===== src/rtl/csa_operand_sequencer_if.sv =====
// Handshake and operand bus between csa_operand_sequencer and its producer, adder and consumer.
interface csa_operand_sequencer_if;
  logic [3:0] in_data;
  logic       in_valid;
  logic       in_ready;
  logic       flush;
  logic [3:0] csa_a, csa_b, csa_c, csa_d, csa_e, csa_f;
  logic [6:0] csa_result;
  logic [6:0] out_sum;
  logic       out_valid;
  logic       out_ready;
  logic       out_err;
  logic       busy;

  modport slave (
    input  in_data, in_valid, flush, csa_result, out_ready,
    output in_ready, csa_a, csa_b, csa_c, csa_d, csa_e, csa_f,
           out_sum, out_valid, out_err, busy
  );

  modport master (
    output in_data, in_valid, flush, csa_result, out_ready,
    input  in_ready, csa_a, csa_b, csa_c, csa_d, csa_e, csa_f,
           out_sum, out_valid, out_err, busy
  );
endinterface


===== src/rtl/csa_operand_sequencer.sv =====
// Collects six nibbles, issues them to an external six-input adder and buffers sums in order.
// Optional sum check enabled by macro CSA_OPERAND_SEQUENCER_SUM_CHECK_EN.
module csa_operand_sequencer #(
  parameter int LATENCY    = 3,
  parameter int FIFO_DEPTH = 4
) (
  input logic clk,
  input logic reset,
  csa_operand_sequencer_if.slave bus
);
  localparam int PW = (FIFO_DEPTH > 1) ? $clog2(FIFO_DEPTH) : 1;
  localparam int NW = $clog2(FIFO_DEPTH + 1);
  localparam int CW = $clog2(FIFO_DEPTH + LATENCY + 1);

  typedef enum logic [1:0] {COLLECT, WAIT, ISSUE} state_t;

  state_t          state, state_nxt;
  logic [2:0]      idx;
  logic [3:0]      ops [6];
  logic            beat, last_beat, issue, credit, push, pop;
  logic [LATENCY:1] vld_pipe;
  logic [CW-1:0]   inflight;
  logic [6:0]      sum_mem [FIFO_DEPTH];
  logic            err_mem [FIFO_DEPTH];
  logic [PW-1:0]   wr_ptr, rd_ptr;
  logic [NW-1:0]   count;
  logic            push_err;

  assign beat      = (state == COLLECT) && bus.in_valid && !bus.flush;
  assign last_beat = beat && (idx == 3'd5);
  assign issue     = (state == ISSUE);
  assign push      = vld_pipe[LATENCY];
  assign pop       = bus.out_valid && bus.out_ready;

  always_comb begin
    inflight = '0;
    for (int k = 1; k <= LATENCY; k++) inflight = inflight + CW'(vld_pipe[k]);
  end

  // Tokens in the adder pipe already own a FIFO slot, so a push can never overflow.
  assign credit = (CW'(count) + inflight) < CW'(FIFO_DEPTH);

  always_comb begin
    state_nxt = state;
    case (state)
      COLLECT: if (last_beat) state_nxt = credit ? ISSUE : WAIT;
      WAIT:    if (credit)    state_nxt = ISSUE;
      ISSUE:                  state_nxt = COLLECT;
      default:                state_nxt = COLLECT;
    endcase
  end

  always_ff @(posedge clk) begin
    if (reset) begin
      state <= COLLECT;
      idx   <= '0;
      for (int i = 0; i < 6; i++) ops[i] <= '0;
    end else begin
      state <= state_nxt;
      if (state == COLLECT) begin
        if (bus.flush) idx <= '0;
        else if (bus.in_valid) begin
          ops[idx] <= bus.in_data;
          idx      <= (idx == 3'd5) ? 3'd0 : idx + 3'd1;
        end
      end
    end
  end

  always_ff @(posedge clk) begin
    if (reset) vld_pipe <= '0;
    else begin
      vld_pipe[1] <= issue;
      for (int k = 2; k <= LATENCY; k++) vld_pipe[k] <= vld_pipe[k-1];
    end
  end

`ifdef CSA_OPERAND_SEQUENCER_SUM_CHECK_EN
  logic [6:0] op_sum;
  logic [6:0] sum_pipe [LATENCY:1];

  always_comb begin
    op_sum = '0;
    for (int i = 0; i < 6; i++) op_sum = op_sum + 7'(ops[i]);
  end

  // Reference sum rides alongside the token; only the stage qualified by vld_pipe matters.
  always_ff @(posedge clk) begin
    sum_pipe[1] <= op_sum;
    for (int k = 2; k <= LATENCY; k++) sum_pipe[k] <= sum_pipe[k-1];
  end

  assign push_err    = (bus.csa_result != sum_pipe[LATENCY]);
  assign bus.out_err = bus.out_valid && err_mem[rd_ptr];
`else
  assign push_err    = 1'b0;
  assign bus.out_err = 1'b0;
`endif

  always_ff @(posedge clk) begin
    if (push) begin
      sum_mem[wr_ptr] <= bus.csa_result;
      err_mem[wr_ptr] <= push_err;
    end
  end

  always_ff @(posedge clk) begin
    if (reset) begin
      wr_ptr <= '0;
      rd_ptr <= '0;
      count  <= '0;
    end else begin
      if (push) wr_ptr <= (wr_ptr == PW'(FIFO_DEPTH - 1)) ? '0 : wr_ptr + 1'b1;
      if (pop)  rd_ptr <= (rd_ptr == PW'(FIFO_DEPTH - 1)) ? '0 : rd_ptr + 1'b1;
      case ({push, pop})
        2'b10:   count <= count + 1'b1;
        2'b01:   count <= count - 1'b1;
        default: count <= count;
      endcase
    end
  end

  assign bus.in_ready  = (state == COLLECT);
  assign bus.out_valid = (count != '0);
  assign bus.out_sum   = sum_mem[rd_ptr];
  assign bus.busy      = (state != COLLECT) || (|vld_pipe) || (count != '0);
  assign bus.csa_a = ops[0];
  assign bus.csa_b = ops[1];
  assign bus.csa_c = ops[2];
  assign bus.csa_d = ops[3];
  assign bus.csa_e = ops[4];
  assign bus.csa_f = ops[5];
endmodule


===== src/flat_wrapper.sv =====
// flat-port wrapper written by rule: the top's interface ports become plain ports
module csa_operand_sequencer_flat 
#(
  parameter int LATENCY    = 3,
  parameter int FIFO_DEPTH = 4
)
  (clk, reset, bus_in_data, bus_in_valid, bus_flush, bus_csa_result, bus_out_ready, bus_in_ready, bus_csa_a, bus_csa_b, bus_csa_c, bus_csa_d, bus_csa_e, bus_csa_f, bus_out_sum, bus_out_valid, bus_out_err, bus_busy);
  csa_operand_sequencer_if bus_i ();
  input logic clk;
  input logic reset;
  input wire logic [$bits(bus_i.in_data)-1:0] bus_in_data;
  input wire logic [$bits(bus_i.in_valid)-1:0] bus_in_valid;
  input wire logic [$bits(bus_i.flush)-1:0] bus_flush;
  input wire logic [$bits(bus_i.csa_result)-1:0] bus_csa_result;
  input wire logic [$bits(bus_i.out_ready)-1:0] bus_out_ready;
  output wire logic [$bits(bus_i.in_ready)-1:0] bus_in_ready;
  output wire logic [$bits(bus_i.csa_a)-1:0] bus_csa_a;
  output wire logic [$bits(bus_i.csa_b)-1:0] bus_csa_b;
  output wire logic [$bits(bus_i.csa_c)-1:0] bus_csa_c;
  output wire logic [$bits(bus_i.csa_d)-1:0] bus_csa_d;
  output wire logic [$bits(bus_i.csa_e)-1:0] bus_csa_e;
  output wire logic [$bits(bus_i.csa_f)-1:0] bus_csa_f;
  output wire logic [$bits(bus_i.out_sum)-1:0] bus_out_sum;
  output wire logic [$bits(bus_i.out_valid)-1:0] bus_out_valid;
  output wire logic [$bits(bus_i.out_err)-1:0] bus_out_err;
  output wire logic [$bits(bus_i.busy)-1:0] bus_busy;
  assign bus_i.in_data = bus_in_data;
  assign bus_i.in_valid = bus_in_valid;
  assign bus_i.flush = bus_flush;
  assign bus_i.csa_result = bus_csa_result;
  assign bus_i.out_ready = bus_out_ready;
  assign bus_in_ready = bus_i.in_ready;
  assign bus_csa_a = bus_i.csa_a;
  assign bus_csa_b = bus_i.csa_b;
  assign bus_csa_c = bus_i.csa_c;
  assign bus_csa_d = bus_i.csa_d;
  assign bus_csa_e = bus_i.csa_e;
  assign bus_csa_f = bus_i.csa_f;
  assign bus_out_sum = bus_i.out_sum;
  assign bus_out_valid = bus_i.out_valid;
  assign bus_out_err = bus_i.out_err;
  assign bus_busy = bus_i.busy;
  csa_operand_sequencer #(.LATENCY(LATENCY), .FIFO_DEPTH(FIFO_DEPTH)) u_core (.clk(clk), .reset(reset), .bus(bus_i));
endmodule

===== config.mk =====
export PLATFORM = sky130hd
export DESIGN_NAME = csa_operand_sequencer_flat
export DESIGN_NICKNAME = d
export VERILOG_FILES = /design/src/rtl/csa_operand_sequencer_if.sv /design/src/rtl/csa_operand_sequencer.sv /design/src/flat_wrapper.sv
export SDC_FILE = /design/constraint.sdc
export NUM_CORES = 1
export LEC_CHECK = 0
export ABC_AREA = 1
export CORE_MARGIN = 3
export CORE_UTILIZATION = 45
export CTS_CLUSTER_SIZE = 40
export DETAILED_ROUTE_END_ITERATION = 12
export GPL_ROUTABILITY_DRIVEN = 0
export PLACE_DENSITY = 0.7
export REMOVE_ABC_BUFFERS = 1
export SYNTH_ARGS = -nofsm -noshare
export SYNTH_HDL_FRONTEND = slang
export SYNTH_SLANG_ARGS = --single-unit

===== constraint.sdc =====
create_clock -name clk -period 3.89 [get_ports clk]
set_input_delay 0.778 -clock clk [delete_from_list [all_inputs] [get_ports clk]]
set_output_delay 0.778 -clock clk [all_outputs]
set_load 0.01 [all_outputs]

==> reports/qor.csv <==
metric,value,unit
hpwl dp,3750,µm
dpl cell area,3440,µm²
Post-CTS Resized,0,
via count,1928,
Critical Path Max Stage Delay,0.62,ns
PD cells,425,nW/µm²
Fillers,536,
"antenna viol nets, final",0,
RR Startpoint,u_core.count[2],
syn avg cell area,11.1,µm²
post-synth top area share,54.2,%
first-pass GRT wire length,8760,µm
met1 usage,20.1,%
cell total after placement,379,
Net Sw Power,0.375,mW
R2R Setup Slk,1.89,ns
Clock Pin Slew Worst Setup and Hold Paths,0.07,ns
Critical-path top delay cell,dfxtp_1,
synthesized cell area,2880,µm²
met2 Track Usage GR,24.3,%
Yosys cell types,22,
synth warn,0,
CP startpoint kind,register,
most area-hungry cell type in the Yosys netlist,edfxtp_1,
Internal,1.15,mW
CTS tree,yes,
worst path buffer plus inverter count,2,
Crit path depth,4,
fin area,3590,µm²
"most common cell after layout, fill and taps aside",edfxtp_1,
nets@finish,342,
Layout Skew,0.00580,ns
clock buffer depth,2,
worst skew pair latency,0.32,ns
# diodes,0,
Vias/cell,4.88,
fmax,338,MHz
drt first pass iters,4,
worst path required time,3.11,ns
Die Span X,86.0,µm
postcts setup bufs,0,
total gr overflow,0,
CP Class,reg2out,
largest net degree at the start of global routing,20,
final wirelength,5260,µm
H-tree levels,3,
Sw Ratio,24.6,%
row count,28,
setup_tns,0,ns
GRT busiest layer,met2,
CP cell instances,"inv_1, o21ai_0, o22ai_1, clkdlybuf4s50_1",
CP endpoint,bus_out_sum[4],
Worst Hold Depth,2,
LEAKAGE,1.39,nW
R2R Path End,u_core.count[2],
non-filler cells in the finished layout,395,
vias in the first global route,1932,
Die ar.,7390,µm²
setup slack after placement,1.27,ns
Synth-to-Final Area Change,24.8,%
share of layout cells above drive strength 1,6.56,%
Slew headroom,52.3,%
Comb pwr share,14.6,%
Post-route DRC,0,
Fin. Hold Viols,0,
max_cap viols,0,
Final period util,76.0,%
sequential share of the synthesized area,66.1,%
GR Util met3,3.75,%
R2R cell count,12,
run status,finished clean,
most frequent cells in the layout,"52 x edfxtp_1, 49 x nor2_1, 49 x clkdlybuf4s50_1",
Fin Hold WS,0.463,ns
crit end category,output pin,
share of power burned in the clock network,30.6,%
CTS Buf Count,9,
post-DR wirelength/cell,13.3,µm
"Slew Viols, Final",0,
DR iter-0 viols,102,
RSZ-0062 raised after global routing,no,
Critical Path AT,2.18,ns
final setup fails,0,
GRT Util Overall,15.5,%
antenna violations before repair,0,
worst-path fanout max,15,
CTS root buf,clkbuf_8,
Starting Density,47.5,%
Post-CTS Hold Fix Bufs,0,
Worst Tran Pin Value,0.709,ns
input/output buffers,49,
Area contributors post-synth,"edfxtp_1 54%, dfxtp_1 12%, nor2_1 6.4%, ha_1 4.3%, nand2_1 4.3%",
Post-Synthesis Cells,259,
# IOs,51,
Core ar.,6060,µm²
CTS Sinks,69,
Min-Delay Path Class,reg2reg,
setup ws final,0.933,ns
Max VDD drop,215,µV
Tmin final,2.96,ns
sequential power share,54.8,%
"CP delay by family, top",buffers and inverters,
"FF+latch count, synth",69,
die height,86.0,µm
## state kept, by name, summed over array words and instances, names as in the netlist, named ones only
register	cells
u_core.state	2
u_core.count	3
u_core.idx	3
u_core.ops	24
u_core.sum_mem	28
u_core.rd_ptr	2
u_core.vld_pipe	3
u_core.wr_ptr	2
## cells by family after synthesis
family / after synthesis / synth area share, %
fa+ha+maj: 11 / 5.04
other cells: 1 / 0.130
compound gates: 37 / 6.74
buf+inv: 36 / 4.95
simple gates: 105 / 17.1
flops: 69 / 66.1
## cells in the mapped netlist
cell	instances
fa_1	1
inv_2	2
inv_1	30
buf_2	3
a21oi_1	6
nor3_1	2
o21ai_0	24
nand4_1	3
buf_4	1
nor2_1	49
nand3_4	1
conb_1	1
dfxtp_1	17
ha_1	10
nor2_8	2
nand3_2	4
nand2_1	33
o22ai_1	7
or2_2	1
edfxtp_1	52
nand3_1	9
nor2_2	1
## area by class of cell
| cell class | count | area [µm²] | share of cell area, % |
|---|---|---|---|
| Clock buffer | 13 | 139 | 3.87 |
| Clock inverter | 3 | 12.5 | 0.348 |
| Inverter | 32 | 120 | 3.34 |
| Multi-Input combinational cell | 154 | 835 | 23.2 |
| Sequential cell | 69 | 1900 | 52.9 |
| Tap cell | 75 | 93.8 | 2.61 |
| Timing Repair Buffer | 49 | 490 | 13.7 |
## tightest hold or removal path, delay by kind of cell, from the launching register on
family | cells | cell delay, ns
AND/OR/NAND/NOR | 1 | 0.04
flip-flops | 1 | 0.31
buffers and inverters | 1 | 0.07
## per-layer routing
| metal | wire (µm) | share of wire (%) |
|---|---|---|
| met5 | 0 | 0 |
| met4 | 91 | 1.7 |
| met3 | 198 | 3.8 |
| met2 | 2510 | 48 |
| met1 | 2460 | 47 |
## power groups by stage
stage | combinational, mW | sequential, mW | clock, mW
2_1_floorplan | 0.105 | 0.850 | 0
5_1_grt | 0.250 | 0.839 | 0.511
3_3_place_gp | 0.220 | 0.852 | 0
3_5_place_dp | 0.224 | 0.852 | 0
6_report | 0.223 | 0.836 | 0.467
4_1_cts | 0.226 | 0.836 | 0.477
## stage by stage
stage | utilization (%) | power [mW]
floorplan | - | 0.955
global placement | 56.8 | 1.07
detailed placement | 56.8 | 1.08
CTS | 59.3 | 1.54
global route | 59.3 | 1.60
finish | 59.3 | 1.53
## how the worst min path moves through the flow
| stage | start | to | slack, ns |
|---|---|---|---|
| global placement | u_core.vld_pipe[2] | u_core.vld_pipe[3] | 0.45 |
| CTS | u_core.vld_pipe[2] | u_core.vld_pipe[3] | 0.46 |
| finish | u_core.vld_pipe[2] | u_core.vld_pipe[3] | 0.46 |
| detailed placement | u_core.vld_pipe[1] | u_core.vld_pipe[2] | 0.45 |
| global route | u_core.vld_pipe[1] | u_core.vld_pipe[2] | 0.49 |
| floorplan | u_core.vld_pipe[2] | u_core.vld_pipe[3] | 0.43 |
Note: power is estimated with default switching activity, not from simulation.
